===== src/rtl/midi_pkg.sv =====
// rtl/midi_pkg.sv - MIDI message layout, status ranges and per-status byte count
package midi_pkg;

    typedef struct packed {
        logic [7:0] status;
        logic [7:0] data1;
        logic [7:0] data2;
    } midi_msg_t;

    localparam logic [7:0] NOTE_OFF  = 8'h80;
    localparam logic [7:0] PROG_CHG  = 8'hC0;
    localparam logic [7:0] CHAN_PRES = 8'hD0;
    localparam logic [7:0] SYSEX     = 8'hF0;
    localparam logic [7:0] RT_BASE   = 8'hF8;

    // Bytes on the wire for a status; 0 means not a status byte (message dropped).
    function automatic logic [1:0] midi_len(input logic [7:0] status);
        if (status < NOTE_OFF) begin
            return 2'd0;
        end else if (status >= SYSEX) begin
            return 2'd1;
        end else if (status >= PROG_CHG && status <= (CHAN_PRES | 8'h0F)) begin
            return 2'd2;
        end else begin
            return 2'd3;
        end
    endfunction

    function automatic logic is_chan_voice(input logic [7:0] status);
        return (status >= NOTE_OFF) && (status < SYSEX);
    endfunction

    function automatic logic is_sys_common(input logic [7:0] status);
        return (status >= SYSEX) && (status < RT_BASE);
    endfunction

    function automatic logic [7:0] msg_byte(input midi_msg_t msg, input logic [1:0] idx);
        case (idx)
            2'd0:    return msg.status;
            2'd1:    return msg.data1;
            default: return msg.data2;
        endcase
    endfunction

endpackage


===== src/rtl/uart_tx_byte.sv =====
// rtl/uart_tx_byte.sv - 8N1 byte serializer, LSB first, registered idle-high line
module uart_tx_byte #(
    parameter int CLKS_PER_BIT = 10
) (
    input  logic       clk,
    input  logic       rst,
    input  logic       i_start,
    input  logic [7:0] i_data,
    output logic       o_ready,
    output logic       o_done,
    output logic       o_tx
);

    localparam int TW = (CLKS_PER_BIT > 1) ? $clog2(CLKS_PER_BIT) : 1;
    localparam logic [TW-1:0] LAST_TICK = TW'(CLKS_PER_BIT - 1);

    localparam logic [1:0] S_IDLE  = 2'd0;
    localparam logic [1:0] S_START = 2'd1;
    localparam logic [1:0] S_DATA  = 2'd2;
    localparam logic [1:0] S_STOP  = 2'd3;

    logic [1:0]    r_state;
    logic [TW-1:0] r_timer;
    logic [2:0]    r_bit_idx;
    logic [7:0]    r_shift;
    logic          r_tx;
    logic          w_tick;

    assign w_tick  = (r_timer == LAST_TICK);
    // Ready during the last stop-bit cycle lets the next start bit follow with no idle gap.
    assign o_done  = (r_state == S_STOP) && w_tick;
    assign o_ready = (r_state == S_IDLE) || o_done;
    assign o_tx    = r_tx;

    always_ff @(posedge clk) begin
        if (rst) begin
            r_state   <= S_IDLE;
            r_timer   <= '0;
            r_bit_idx <= '0;
            r_shift   <= '0;
            r_tx      <= 1'b1;
        end else if (i_start && o_ready) begin
            r_state   <= S_START;
            r_timer   <= '0;
            r_bit_idx <= '0;
            r_shift   <= i_data;
            r_tx      <= 1'b0;
        end else if (r_state != S_IDLE) begin
            if (!w_tick) begin
                r_timer <= r_timer + 1'b1;
            end else begin
                r_timer <= '0;
                case (r_state)
                    S_START: begin
                        r_state <= S_DATA;
                        r_tx    <= r_shift[0];
                        r_shift <= {1'b0, r_shift[7:1]};
                    end
                    S_DATA: begin
                        if (r_bit_idx == 3'd7) begin
                            r_state <= S_STOP;
                            r_tx    <= 1'b1;
                        end else begin
                            r_bit_idx <= r_bit_idx + 1'b1;
                            r_tx      <= r_shift[0];
                            r_shift   <= {1'b0, r_shift[7:1]};
                        end
                    end
                    default: begin
                        r_state <= S_IDLE;
                        r_tx    <= 1'b1;
                    end
                endcase
            end
        end
    end

endmodule


===== src/rtl/midi_tx.sv =====
// rtl/midi_tx.sv - MIDI message transmitter: byte sequencing and running status over 8N1
module midi_tx
    import midi_pkg::*;
#(
    parameter int CLK_HZ         = 50_000_000,
    parameter int BAUD           = 31250,
    parameter bit RUNNING_STATUS = 1'b0
) (
    input  logic        clk,
    input  logic        rst,
    input  logic [23:0] msg_i,
    input  logic        msg_valid,
    output logic        msg_ready,
    output logic        tx,
    output logic        busy
);

    localparam int CLKS_PER_BIT = CLK_HZ / BAUD;

    localparam logic [0:0] S_IDLE = 1'b0;
    localparam logic [0:0] S_SEND = 1'b1;

    logic [0:0] r_state;
    midi_msg_t  r_msg;
    logic [1:0] r_byte_idx;
    logic [1:0] r_byte_cnt;
    logic [7:0] r_last_status;

    midi_msg_t  w_msg;
    logic       w_accept;
    logic [1:0] w_len;
    logic       w_skip;
    logic [1:0] w_first_idx;
    logic       w_more;
    logic       w_start;
    logic [7:0] w_byte;
    logic       w_uart_ready;
    logic       w_uart_done;
    logic       w_uart_tx;

    assign w_msg       = midi_msg_t'(msg_i);
    assign w_accept    = msg_valid && (r_state == S_IDLE);
    assign w_len       = midi_len(w_msg.status);
    assign w_skip      = RUNNING_STATUS && is_chan_voice(w_msg.status)
                         && (w_msg.status == r_last_status);
    assign w_first_idx = {1'b0, w_skip};
    assign w_more      = (r_byte_idx + 2'd1) < r_byte_cnt;

    // First byte is taken straight from msg_i so tx falls on the handshake edge.
    always_comb begin
        w_start = 1'b0;
        w_byte  = 8'h00;
        if (w_accept && (w_len != 2'd0)) begin
            w_start = 1'b1;
            w_byte  = msg_byte(w_msg, w_first_idx);
        end else if ((r_state == S_SEND) && w_uart_done && w_more) begin
            w_start = 1'b1;
            w_byte  = msg_byte(r_msg, r_byte_idx + 2'd1);
        end
    end

    always_ff @(posedge clk) begin
        if (rst) begin
            r_state       <= S_IDLE;
            r_msg         <= '0;
            r_byte_idx    <= '0;
            r_byte_cnt    <= '0;
            r_last_status <= 8'h00;
        end else if (w_accept) begin
            if (w_len != 2'd0) begin
                r_state    <= S_SEND;
                r_msg      <= w_msg;
                r_byte_idx <= w_first_idx;
                r_byte_cnt <= w_len;
            end
            // Realtime bytes and non-status values leave running status untouched.
            if (is_chan_voice(w_msg.status)) begin
                r_last_status <= w_msg.status;
            end else if (is_sys_common(w_msg.status)) begin
                r_last_status <= 8'h00;
            end
        end else if ((r_state == S_SEND) && w_uart_done) begin
            if (w_more) begin
                r_byte_idx <= r_byte_idx + 2'd1;
            end else begin
                r_state <= S_IDLE;
            end
        end
    end

    uart_tx_byte #(
        .CLKS_PER_BIT(CLKS_PER_BIT)
    ) u_uart (
        .clk     (clk),
        .rst     (rst),
        .i_start (w_start),
        .i_data  (w_byte),
        .o_ready (w_uart_ready),
        .o_done  (w_uart_done),
        .o_tx    (w_uart_tx)
    );

    logic w_unused;
    assign w_unused  = w_uart_ready;

    assign msg_ready = (r_state == S_IDLE);
    assign busy      = !msg_ready;
    assign tx        = w_uart_tx;

endmodule


===== config.mk =====
export PLATFORM = sky130hd
export DESIGN_NAME = midi_tx
export DESIGN_NICKNAME = d
export VERILOG_FILES = /design/src/rtl/midi_pkg.sv /design/src/rtl/uart_tx_byte.sv /design/src/rtl/midi_tx.sv
export SDC_FILE = /design/constraint.sdc
export NUM_CORES = 1
export LEC_CHECK = 0
export BUFFER_PORTS_ARGS = -buffer_cell sky130_fd_sc_hd__buf_2
export CAP_MARGIN = 40
export CORE_AREA = 2 2 76 78
export DETAILED_ROUTE_END_ITERATION = 12
export DIE_AREA = 0 0 78 80
export PLACE_DENSITY = 0.75
export SLEW_MARGIN = 5
export SYNTH_ARGS = -nofsm -noshare
export SYNTH_HDL_FRONTEND = slang
export SYNTH_SLANG_ARGS = --single-unit

===== constraint.sdc =====
create_clock -name clk -period 2 [get_ports clk]
set_input_delay 0.4 -clock clk [delete_from_list [all_inputs] [get_ports clk]]
set_output_delay 0.4 -clock clk [all_outputs]
set_load 0.01 [all_outputs]

**Word-level counts from Yosys, hierarchy flattened**

Index checks and enable logic that the tools add are counted.

- Output and inout port bits: 3
- Memory bits (writable): 0
- Input port bits: 27
- Latch bits: 0
- Memories: 0
- Register bits after elaboration: 54
- Word-level logic and storage cells: 91
- ROM bits: 0

- Div/mod/pow operators: 0
- Muxes and demuxes: 32
- $mul: 0
- Eq/ne operators: 11
- Bitwise gates (word level): 2
- Add/subtract/negate cells: 3
- Shift-type cells: 0
- $lt $le $gt $ge: 5
- Reductions and logical operators: 26

Operators by type and width:

| kind | number |
|---|---|
| 8-bit two-way mux | 6 |
| 8-bit one-hot mux with 2 select lines | 2 |
| 8-bit >= comparator, second input constant | 2 |
| 1-bit two-way mux | 14 |
| 2-bit two-way mux | 7 |
| 3-bit AND reduction | 4 |
| 2-bit nonzero test | 6 |
| 11-bit by 1-bit adder with 11-bit output, second input constant | 1 |
| 11-bit == test, second input constant | 1 |
| 11-bit two-way mux | 1 |
| 8-bit less-or-equal comparator, second input constant | 1 |
| 8-bit less-than comparator, second input constant | 1 |
| 4-bit AND reduction | 2 |
| 1-bit logical AND | 7 |
| 2-bit by 1-bit == test with 1-bit output, second input constant | 2 |
| 2-bit == test, second input constant | 2 |
| 2-bit zero test | 2 |
| 2-bit by 1-bit != test with 1-bit output, second input constant | 2 |
| 2-bit one-hot mux with 2 select lines | 1 |
| 2-bit AND reduction | 2 |
| 3-bit by 1-bit adder with 3-bit output, second input constant | 1 |
| 3-bit == test, second input constant | 1 |
| 3-bit by 1-bit != test with 1-bit output, second input constant | 1 |
| 3-bit by 2-bit != test with 1-bit output, second input constant | 1 |
| other kinds (8) | 9 |

**Depth between registers and ports, before layout**

Gate-level depths: netlist of run 1.

- Depth in word-level cells: 11
- Gate-level depth with buffers: 9
- Depth with buffers taken out: 8

**Cells and area by module**

A second synthesis of run 1 with hierarchy kept.

- Cells, all modules: 324
- Area total of the unflattened synthesis: 2708.8 um^2

Modules (own cells, without submodules):

| module | sequential area each (um^2) | times used | area an instance (um^2) | cells an instance |
|---|---|---|---|---|
| uart_tx_byte | 500.5 | 1 | 1372.6 | 151 |
| midi_tx | 580.6 | 1 | 1336.3 | 173 |

**Worst setup path before layout of run 1**

Ideal clock, no wire load.

- Path type: register to register
- From: register r_byte_idx[0]
- To: register u_uart.r_shift[0]
- Library setup time: 0.080 ns
- Cell stages (with the launch flop): 10
- Path buffers: 1
- Arrival time: 2.021 ns
- Required time: 1.920 ns
- Period minus slack after synthesis: 2.101 ns
- Slack: -0.101 ns
- Path through: dfxtp_1 -> inv_1 -> ha_1 -> ha_1 -> a21boi_0 -> nor3_1 -> and4_1 -> buf_6 -> a221oi_2 -> a211oi_2

- Cells in the longest elaborated chain, start to end: 8
- Elaborated cells on any way between the ends: 17
- Those cells by class: add/sub: 1; order compare: 1; eq/ne: 2; mux: 6; reduce/logical: 7

Ends and longest elaborated chain:

| element | RTL line | source |
|---|---|---|
| start: declaration | midi_tx.sv:25 | `logic [1:0] r_byte_idx;` |
| start signal: assignment | midi_tx.sv:73 | `r_byte_idx <= w_first_idx;` |
| start signal: assignment | midi_tx.sv:84 | `r_byte_idx <= r_byte_idx + 2'd1;` |
| 2-bit by 1-bit adder with 2-bit output * | midi_tx.sv:47, midi_tx.sv:58 |  |
| 2-bit less-than comparator | midi_tx.sv:47 | `assign w_more = (r_byte_idx + 2'd1) < r_byte_cnt;` |
| 1-bit logical AND | midi_tx.sv:56 | `end else if ((r_state == S_SEND) && w_uart_done && w_more) begin` |
| 1-bit two-way mux | midi_tx.sv:56 |  |
| 1-bit two-way mux | midi_tx.sv:53 | `if (w_accept && (w_len != 2'd0)) begin` |
| 1-bit logical AND | uart_tx_byte.sv:42 | `end else if (i_start && o_ready) begin` |
| 3-bit by 2-bit != test with 1-bit output (no line), or another cell as far along | n/a |  |
| 4-bit AND reduction (no line) | n/a |  |
| end signal: assignment | uart_tx_byte.sv:46 | `r_shift <= i_data;` |
| end signal: assignment | uart_tx_byte.sv:57 | `r_shift <= {1'b0, r_shift[7:1]};` |
| end signal: assignment | uart_tx_byte.sv:66 | `r_shift <= {1'b0, r_shift[7:1]};` |
| end: declaration | uart_tx_byte.sv:25 | `logic [7:0] r_shift;` |

Mark *: on every way between the ends. The rest lies on a longest branch, timed or not.
A chain may end at the register's enable or synchronous reset.

**Worst setup path after layout of run 1**

- From: register r_byte_idx[0]
- To: register u_uart.r_shift[3]

Same word-level chain as after synthesis.

==> results of run 1 <==
==> critical path: stages, from the launching register on <==
cell      delay, ns
dfxtp_2        0.37
inv_2          0.06
ha_4           0.28
ha_4           0.20
a21boi_4       0.14
nor3_4         0.20
and4_4         0.37
a221oi_2       0.10
a211oi_2       0.23
==> metal layers <==
metal	wire, um	share of wire
met1	2840	0.45
met2	3120	0.49
met3	306	0.048
met4	106	0.017
met5	0	0
==> flip-flops by register name (all words and copies together), names as in the netlist <==
name and count:
r_msg 24, u_uart.r_timer 11, u_uart.r_shift 8, u_uart.r_bit_idx 3, r_byte_cnt 2, r_byte_idx 2, u_uart.r_state 2, busy 1
u_uart.o_tx 1
==> worst min-delay path by stage <==
| stage | from | cells after the start | endpoint |
|---|---|---|---|
| 2_1_floorplan | r_msg[10] | 2 | r_msg[10] |
| 3_3_place_gp | r_msg[16] | 2 | r_msg[16] |
| 3_5_place_dp | r_msg[17] | 2 | r_msg[17] |
| 4_1_cts | msg_i[0] | 3 | r_msg[0] |
| 5_1_grt | msg_i[0] | 3 | r_msg[0] |
| 6_report | msg_i[15] | 3 | r_msg[15] |
==> stage by stage <==
| stage | total power [mW] | cell area [sq um] | setup WS [ns] | util | cells |
|---|---|---|---|---|---|
| detailed placement | 1.35 | 3090 | -0.131 | 0.571 | 406 |
| global route | 2.10 | 3400 | -0.0870 | 0.630 | 421 |
| CTS | 2.03 | 3310 | 0.0136 | 0.613 | 419 |
| finish | 2.03 | 3400 | -0.0219 | 0.630 | 421 |
| global placement | 1.35 | 3090 | -0.0457 | 0.571 | 406 |
| floorplan | 1.28 | 2760 | -0.00225 | - | 302 |
==> cell type report <==
cell class | instances | area share
clock inverter | 3 | 0.00846
tap | 72 | 0.0265
multi-input combinational | 223 | 0.496
inverter | 8 | 0.00882
clock buffer | 5 | 0.0202
timing repair buffer | 56 | 0.122
sequential | 54 | 0.318
==> kinds of logic after synthesis <==
kind of cell	synth area share
compound gates	0.220
xor+xnor	0.0255
fa+ha+maj	0.0455
buf+inv	0.0510
flops	0.393
mux	0.0328
simple gates	0.232
==> power by group through the flow <==
stage | Combinational, mW | Sequential [mW] | Clock [mW]
2_1_floorplan | 0.127 | 1.15 | 0
3_3_place_gp | 0.192 | 1.16 | 0
3_5_place_dp | 0.195 | 1.16 | 0
4_1_cts | 0.213 | 1.13 | 0.680
5_1_grt | 0.245 | 1.14 | 0.718
6_report | 0.225 | 1.13 | 0.669
==> repair_timing <==
action	CTS	global route
setup endpoints to repair	12	26
pin swaps	8	16
resized for setup	17	14
buffers inserted	3	2
cloned	3	0
hold endpoints to repair	0	0
hold buffers	0	0
==> placed cells by master (no fill, tap or decap), types with 2 or more instances in the layout <==
master    Yosys  final
nand2b_1      2      2
a21oi_1      30     26
xnor2_1       2      2
nand2b_4      1      2
nor2_1       10     10
a221oi_4      0      3
a221oi_2      7      4
and3b_1       2      2
buf_6         5      4
dfxtp_1      54     52
nand2_1      64     64
a31oi_1       2      2
buf_12        0      2
a21oi_2       2      6
o21ai_0      13     12
a21o_1        3      3
dfxtp_2       0      2
ha_1         10      8
or3_4         0      2
mux2i_1       9      9
and4_4        1      2
buf_4         0     19
nor3_2        0      3
clkbuf_8      0      5
nand4_1       2      2
inv_1         8      6
a22oi_1       8      8
inv_2         0      2
buf_2         1     29
nand3_1       6      6
nor2_2        8      7
a211oi_2      8      8
nor4_4        3      3
ha_4          0      2
xor2_1        6      6
==> results.py, run 1 <==
metrics = {
    "outcome": {
        "status": "complete, but fails checks",
        "failed_checks": "setup timing",
    },
    "final_layout": {
        "drive_gt1_frac": 0.350,
        "seqCellArea_sq_mm": 0.00108,
        "multi_input_area_sq_mm": 0.00169,
        "diodes": 0,
        "fill_cells": 448,
        "area_delta_synth_final_pct": 23.8,
        "finalNetCount": 385,
    },
    "setup_path": {
        "reg2reg_to": "u_uart.r_shift[3]",
        "rr_startpoint": "r_byte_idx[0]",
        "cp.arrival_ns": 2.26,
        "cp-endpoint": "u_uart.r_shift[3]",
        "critPathLaunch": "r_byte_idx[0]",
        "critPathKind": "reg -> reg",
        "worstPathRequired_ns": 2.24,
        "rrSetupSlack_ns": -0.02,
        "endpoint_kind": "register",
        "r2r_cells": 8,
        "cp-start-kind": "register",
        "cp_max_fo": 6,
    },
    "detailed_routing": {
        "avgRoutedWirePerCell_um": 15.1,
        "drt_iter0_drc": 148,
        "vias": 2303,
        "drt-total-wl_um": 6370,
        "ant_nets": 0,
        "drt_pass1_iterations": 4,
        "drc": 0,
        "vias_per_cell": 5.47,
    },
    "timing": {
        "post-route-min-period_ns": 2.02,
        "clock_skew_ns": 0.00953,
        "finalHoldViolCount": 0,
        "final_max_slew_viol_count": 0,
        "post-route-period-util": 1.01,
        "max_freq_mhz": 495,
        "rsz0062_at_grt": "yes",
        "tns_ns": -0.0399,
        "holdWs_ns": 0.301,
        "fin_ws_ns": -0.0219,
        "slew_headroom": 0.673,
        "worst_pin_slew_ns": 0.485,
        "setup_viol": 6,
    },
    "global_routing": {
        "busiest_layer": "met2",
        "grtUsageMet3": 0.0452,
        "track_usage": 0.203,
        "use_met2": 0.339,
        "grt_pass1_vias": 2156,
        "grt_overflow": 0,
        "antenna_found_initial": 0,
        "grt_pass1_wl_um": 10100,
        "grt_max_degree": 25,
        "use_met1": 0.259,
    },
    "flow_run": {
        "drv_cap": 0,
    },
    "power_and_ir_drop": {
        "intPower_mw": 1.47,
        "powerDensity_mw_per_mm2": 596,
        "power_frac_comb": 0.111,
        "swShare": 0.274,
        "power_leakage_nw": 1.29,
        "ir_drop_v": 0.000551,
        "seqPwrFrac": 0.559,
        "clkPwrFrac": 0.330,
        "power.switching_mw": 0.555,
    },
    "clock_tree": {
        "clk_latency_ns": 0.32,
        "cts_buffers": 5,
        "clock-sinks": 54,
        "tritoncts": "done",
        "htree_levels": 2,
        "root_buffer": "clkbuf_8",
        "cts.clk_slew.worst_paths_ns": 0.11,
        "clockBufferDepth": 2,
    },
    "synth": {
        "synth_edf_count": 0,
        "ys_top_cells_by_count": "64 x nand2_1, 54 x dfxtp_1, 30 x a21oi_1, 13 x o21ai_0",
        "syn_inst": 302,
        "yosysSeqAreaShare": 0.393,
        "synth-seq-cells": 54,
        "synth.area.top_cells": "dfxtp_1 39%, nand2_1 8.7%, a21oi_1 5.5%",
        "synth.cell_area_sq_mm": 0.00275,
        "netlist.area_leader.share": 0.393,
        "yosys.area.top_type": "dfxtp_1",
        "avgSynthCellArea_sq_um": 9.10,
        "ys_warn_count": 0,
        "synth_nets": 339,
        "async_flop_share": 0,
        "ys_types": 44,
        "ys.flop_type": "dfxtp_1",
        "yosysMostFrequentCell": "nand2_1",
    },
    "placement": {
        "port_buffers": 29,
        "gp_congestion": 0.781,
        "place_hpwl_um": 4090,
    },
    "die": {
        "io-pin-count": 30,
        "core_sq_mm": 0.00541,
        "start_util": 0.509,
        "die_w_um": 78,
        "num_rows": 27,
        "die_h_um": 80,
        "die_area_sq_mm": 0.00624,
    },
    "hold_path": {
        "hp-class": "in -> reg",
    },
}
(Power assumes the default switching activity.)
==> run 2: changes to the inputs <==
--- a/config.mk
+++ b/config.mk
@@ -5,11 +5,11 @@
 export SDC_FILE = /design/constraint.sdc
 export NUM_CORES = 1
 export LEC_CHECK = 0
-export BUFFER_PORTS_ARGS = -buffer_cell sky130_fd_sc_hd__buf_2
 export CAP_MARGIN = 40
-export CORE_AREA = 2 2 76 78
+export CORE_AREA = 2 2 73 75
 export DETAILED_ROUTE_END_ITERATION = 12
-export DIE_AREA = 0 0 78 80
+export DIE_AREA = 0 0 75 77
+export DONT_BUFFER_PORTS = 1
 export PLACE_DENSITY = 0.75
 export SLEW_MARGIN = 5
 export SYNTH_ARGS = -nofsm -noshare
==> run 2 against run 1 <==
The flow now finishes without violations. Clock-buffer cell count is 1 higher. Clock skew shrank 0.0024 ns. Sequential share of layout area increased by 3.3 points. Via count decreased by 7.0%. Clock power is 9.3% lower.
==> results.py, run 2 (synthesized netlist as in run 1, its figures left out) <==
metrics = {
    "outcome": {
        "status": "finished clean",
    },
    "setup_path": {
        "crit_buf_inv": 2,
        "cp_max_fo": 6,
        "rr_startpoint": "r_byte_idx[0]",
        "crit_top_cell": "ha_4",
        "critPathKind": "reg -> reg",
        "cp-endpoint": "r_byte_idx[1]",
        "critPathTopFamily": "simple AND/OR/NAND/NOR gates",
        "reg2reg_to": "r_byte_idx[1]",
        "r2r_cells": 9,
        "cp.arrival_ns": 2.21,
        "cp-start-kind": "register",
        "crit_path_cell_trace": "inv_2 -> ha_4 -> ha_4 -> a21boi_4 -> nor3_4 -> and4_4 -> buf_6 -> or3_4 -> a21oi_2",
        "rrSetupSlack_ns": 0.03,
        "crit_cells": 9,
        "critPathMaxStageDelay_ns": 0.35,
        "endpoint_kind": "register",
        "worstPathRequired_ns": 2.24,
        "critPathLaunch": "r_byte_idx[0]",
        "cp_slowest_cell": "dfxtp_2",
    },
    "detailed_routing": {
        "wl_met1_um": 2580,
        "ant_nets": 0,
        "vias_per_cell": 5.62,
        "drt-total-wl_um": 5660,
        "vias": 2142,
        "avgRoutedWirePerCell_um": 14.9,
        "wl_met3_um": 212,
        "drc": 0,
        "drt_iter0_drc": 114,
        "drt_pass1_iterations": 5,
        "dr_wl_met2_um": 2790,
        "top_layer_used": "met4",
    },
    "final_layout": {
        "final_cells": 381,
        "most-common-layout-cells": "64 x nand2_1, 52 x dfxtp_1, 29 x a21oi_1",
        "drive_gt1_frac": 0.254,
        "fill_cells": 427,
        "top_regs": "r_msg x24, u_uart.r_timer x11, u_uart.r_shift x8",
        "diodes": 0,
        "final_common_cell": "nand2_1",
        "largest_register": "r_msg",
        "post-route-cell-area_sq_mm": 0.00309,
        "final_core_util": 0.620,
        "finalNetCount": 347,
        "area_delta_synth_final_pct": 12.2,
        "largest_reg_flops": 24,
    },
    "timing": {
        "rsz0062_at_grt": "yes",
        "setup_viol": 0,
        "clock_skew_ns": 0.00708,
        "slew_headroom": 0.764,
        "final_max_slew_viol_count": 0,
        "finalHoldViolCount": 0,
        "post-route-min-period_ns": 1.97,
        "post-route-period-util": 0.984,
        "worst_pin_slew_ns": 0.352,
        "tns_ns": 0,
        "max_freq_mhz": 508,
    },
    "die": {
        "num_rows": 26,
        "core_sq_mm": 0.00498,
        "die_w_um": 75,
        "start_util": 0.552,
        "die_area_sq_mm": 0.00578,
        "die_h_um": 77,
        "io-pin-count": 30,
    },
    "clock_tree": {
        "tritoncts": "done",
        "cts_buffers": 5,
        "clockBufferDepth": 2,
        "clock-sinks": 54,
        "cts.clk_slew.worst_paths_ns": 0.10,
        "clk_latency_ns": 0.31,
        "root_buffer": "clkbuf_8",
        "htree_levels": 2,
    },
    "power_and_ir_drop": {
        "powerDensity_mw_per_mm2": 615,
        "ir_drop_v": 0.000375,
        "power_leakage_nw": 1.11,
    },
    "global_routing": {
        "grt_max_degree": 41,
        "grt_overflow": 0,
        "grt_pass1_vias": 2153,
        "track_usage": 0.211,
        "grt_pass1_wl_um": 9620,
        "antenna_found_initial": 0,
    },
    "placement": {
        "placed_area_sq_mm": 0.00287,
        "place_hpwl_um": 3990,
        "port_buffers": 0,
        "gp_congestion": 0.788,
        "dp_cells": 367,
    },
    "hold_path": {
        "hold-path-cell-count": 1,
        "hp-class": "in -> reg",
    },
    "flow_run": {
        "drv_cap": 0,
    },
}
## run 2: cell types whose count changed in the layout (fill, tap and decap cells not counted), moves of 2 or more
cell and change:
buf_2 -29, buf_4 -5, a21oi_1 +3, a21oi_2 -3, a221oi_2 +3, a221oi_4 -3
nor3_1 +2, nor3_2 -2
## run 2: what timing repair did
action | in CTS | in global routing
endpoints found under the setup margin | 18 | 17
hold buffers | 0 | 0
buffers inserted | 2 | 4
pin swaps | 8 | 7
resized for setup | 10 | 6
## run 2: worst min-delay path by stage
stage	to	slack, ns	start
after floorplan	r_msg[10]	0.44	r_msg[10]
after global placement	r_msg[17]	0.44	r_msg[17]
after detailed placement	r_msg[17]	0.44	r_msg[17]
after CTS	r_byte_idx[0]	0.13	rst
after global routing	r_byte_idx[1]	0.13	rst
final	r_byte_idx[0]	0.14	rst
## run 2: metal layers
| layer | track usage | vias up |
|---|---|---|
| met1 | 0.277 | 1014 |
| li1 | - | 1073 |
| met4 | 0.0643 | 0 |
| met2 | 0.344 | 46 |
| met5 | 0 | - |
| met3 | 0.0420 | 9 |
## run 2: cell type report
| type | count | area, sq um | share of cell area |
|---|---|---|---|
| inverter | 8 | 30.0 | 0.00973 |
| tap | 70 | 87.6 | 0.0284 |
| clock buffer | 6 | 72.6 | 0.0235 |
| clock inverter | 2 | 13.8 | 0.00446 |
| sequential | 54 | 1080 | 0.351 |
| timing repair buffer | 20 | 199 | 0.0645 |
| multi-input combinational | 221 | 1600 | 0.518 |
## run 2: power by group
part	switching, mW	internal, mW	leakage, nW
clock network	0.359	0.248	0.0452
registers	0.0234	1.11	0.440
logic	0.0859	0.0710	0.626
total	0.468	1.43	1.11
## run 2: metrics by stage
stage          setup WS [ns]  total power, mW  hold slack [ns]
6_report              0.0327             1.90            0.143
5_1_grt              -0.0217             1.98            0.128
4_1_cts              -0.0644             1.91            0.130
3_5_place_dp          -0.134             1.30            0.441
3_3_place_gp         -0.0239             1.30            0.436
2_1_floorplan       -0.00225             1.28            0.436
==> run 3: changes to the inputs <==
--- a/config.mk
+++ b/config.mk
@@ -5,12 +5,13 @@
 export SDC_FILE = /design/constraint.sdc
 export NUM_CORES = 1
 export LEC_CHECK = 0
+export ABC_AREA = 1
 export CAP_MARGIN = 40
 export CORE_AREA = 2 2 73 75
 export DETAILED_ROUTE_END_ITERATION = 12
 export DIE_AREA = 0 0 75 77
 export DONT_BUFFER_PORTS = 1
-export PLACE_DENSITY = 0.75
+export PLACE_DENSITY = 0.76
 export SLEW_MARGIN = 5
 export SYNTH_ARGS = -nofsm -noshare
 export SYNTH_HDL_FRONTEND = slang
==> run 3 against run 2 <==
Die area did not move. Via count rose by 16%. Synthesized area rose by 0.18%. The flow now finishes with violations (setup timing). Critical endpoint is now u_uart.r_state[0]. Clock power rose by 11%. Clock-buffer cell count fell by 1. Routed wire length rose by 12%.
==> results.py, run 3 <==
metrics = {
    "detailed_routing": {
        "vias": 2495,
        "ant_nets": 0,
        "avgRoutedWirePerCell_um": 13.6,
        "drt-total-wl_um": 6370,
        "drt_iter0_drc": 158,
        "vias_per_cell": 5.34,
        "drc": 0,
        "drt_pass1_iterations": 4,
    },
    "timing": {
        "clock_skew_ns": 0.0116,
        "max_freq_mhz": 490,
        "post-route-min-period_ns": 2.04,
        "worst_pin_slew_ns": 0.376,
        "final_max_slew_viol_count": 0,
        "rsz0062_at_grt": "yes",
        "setup_viol": 2,
        "fin_ws_ns": -0.0405,
        "slew_headroom": 0.749,
        "finalHoldViolCount": 0,
        "holdWs_ns": 0.121,
        "post-route-period-util": 1.02,
    },
    "global_routing": {
        "grtUsageMet3": 0.0460,
        "track_usage": 0.220,
        "grt_max_degree": 29,
        "use_met1": 0.253,
        "antenna_found_initial": 0,
        "grt_pass1_wl_um": 9890,
        "grt_pass1_vias": 2280,
        "busiest_layer": "met2",
        "grt_overflow": 0,
        "use_met2": 0.382,
    },
    "die": {
        "die_area_sq_mm": 0.00578,
        "io-pin-count": 30,
        "start_util": 0.553,
        "num_rows": 26,
        "die_w_um": 75,
        "core_sq_mm": 0.00498,
        "die_h_um": 77,
    },
    "final_layout": {
        "most-common-layout-cells": "98 x nand2_1, 51 x dfxtp_1, 48 x a21oi_1",
        "top_regs": "r_msg x24, u_uart.r_timer x11, u_uart.r_shift x8",
        "finalNetCount": 433,
        "final_cells": 467,
        "fill_cells": 430,
        "largest_register": "r_msg",
        "largest_reg_flops": 24,
        "area_delta_synth_final_pct": 15.2,
        "final_common_cell": "nand2_1",
        "diodes": 0,
        "drive_gt1_frac": 0.191,
    },
    "setup_path": {
        "crit_buf_inv": 4,
        "crit_cells": 13,
        "r2r_cells": 13,
        "crit_path_cell_trace": "inv_2 -> ha_4 -> ha_4 -> nand2_2 -> nand2_2 -> nor2_4 -> nand3_4 -> nand2_4 -> nand2_8 -> buf_12 -> buf_8 -> buf_6 -> a21oi_1",
        "critPathTopFamily": "simple AND/OR/NAND/NOR gates",
        "rrSetupSlack_ns": -0.04,
        "endpoint_kind": "register",
        "cp-start-kind": "register",
        "critPathKind": "reg -> reg",
        "cp_slowest_cell": "dfxtp_2",
        "cp.arrival_ns": 2.30,
        "worstPathRequired_ns": 2.26,
        "critPathMaxStageDelay_ns": 0.38,
        "cp_max_fo": 6,
    },
    "synth": {
        "ys.flop_type": "dfxtp_1",
        "synth.area.top_cells": "dfxtp_1 39%, nand2_1 14%, a21oi_1 8.7%",
        "synth-seq-cells": 54,
        "synth_edf_count": 0,
        "yosysSeqAreaShare": 0.393,
        "synth.cell_area_sq_mm": 0.00275,
        "synth_nets": 413,
        "ys_top_cells_by_count": "101 x nand2_1, 54 x dfxtp_1, 48 x a21oi_1, 33 x inv_1, 30 x nand3_1",
        "ys_warn_count": 0,
        "syn_inst": 376,
        "yosysMostFrequentCell": "nand2_1",
        "ys_types": 35,
        "yosys.area.top_type": "dfxtp_1",
        "async_flop_share": 0,
        "avgSynthCellArea_sq_um": 7.32,
        "netlist.area_leader.share": 0.393,
    },
    "hold_path": {
        "hold-path-cell-count": 1,
        "hp-class": "in -> reg",
    },
    "power_and_ir_drop": {
        "powerDensity_mw_per_mm2": 653,
        "power_leakage_nw": 1.26,
        "finalPower_mw": 2.07,
        "ir_drop_v": 0.000436,
    },
    "clock_tree": {
        "clock-sinks": 54,
        "clockBufferDepth": 2,
        "cts_buffers": 5,
        "cts_hold_buf": 0,
        "htree_levels": 2,
        "cts.clk_slew.worst_paths_ns": 0.11,
        "tritoncts": "done",
        "clk_latency_ns": 0.33,
        "root_buffer": "clkbuf_8",
    },
    "flow_run": {
        "drv_cap": 0,
    },
    "placement": {
        "gp_congestion": 0.870,
        "dp_cells": 444,
        "port_buffers": 0,
        "place_hpwl_um": 4070,
    },
    "outcome": {
        "status": "complete, but fails checks",
        "failed_checks": "setup timing",
    },
}
==> run 3: changes by cell type after synthesis, moves of 9 or more <==
cell,previous run,this run
nand2_1,64,101
inv_1,8,33
nand3_1,6,30
a21oi_1,30,48
nor2_1,10,23
mux2i_1,9,0
==> run 3: routing by layer <==
metal / up-vias / share of wire / routed length [um]
met4: 0 / 0.028 / 181
met3: 18 / 0.049 / 312
met5: - / 0 / 0
met2: 68 / 0.51 / 3240
met1: 1139 / 0.41 / 2630
li1: 1270 / - / -
==> run 3: metrics by stage <==
step	utilization	area (sq um)	setup WS, ns	setup TNS [ns]
after floorplan	-	2770	0.000692	0
after global placement	0.576	2870	0.0368	0
after detailed placement	0.576	2870	-0.0246	-0.0724
after CTS	0.602	3000	0.0196	0
after global routing	0.638	3170	-0.0865	-1.11
final	0.638	3170	-0.0405	-0.0709
==> run 3: cells by family after synthesis <==
family	count (synthesis)	synth area share
flip-flops	54	0.393
AO/OA/AOI/OAI	73	0.146
buffers and inverters	52	0.0804
XOR/XNOR	6	0.0191
AND/OR/NAND/NOR	181	0.317
adder cells (fa/ha/maj)	10	0.0454
==> run 3: area by class of cell <==
cell class	count	area [sq um]	area share
clock inverters	3	28.8	0.00907
well taps	70	87.6	0.0276
multi-input cells	272	1540	0.487
flip-flops and latches	54	1080	0.342
clock buffers	5	68.8	0.0217
inverters	37	140	0.0442
repair buffers	26	219	0.0690
==> run 3: worst reg2reg max path, delay by kind of cell, from the launching register on <==
kind	cells	cell delay, ns
simple gates	6	0.54
compound gates	1	0.15
flops	1	0.38
fa+ha+maj	2	0.48
buf+inv	4	0.43
==> run 3: path summary, 6_finish.rpt <==
check,start,end
max reg2reg,r_byte_idx[1],u_uart.r_state[0]
min reg2reg,r_msg[2],r_msg[2]
max,r_byte_idx[1],u_uart.r_state[0]
min,rst,busy
==> run 3: repair_timing <==
action	in CTS	in global routing
setup endpoints to repair	12	23
setup buffers	2	11
pin swaps	4	10
resized for setup	1	20
gates cloned	1	1
==> run 3: where the power goes <==
part           switching [mW]  total, mW  leakage [nW]  internal [mW]
Clock                   0.411      0.674        0.0506          0.263
Combinational           0.154      0.262         0.765          0.108
Sequential             0.0226       1.14         0.440           1.11
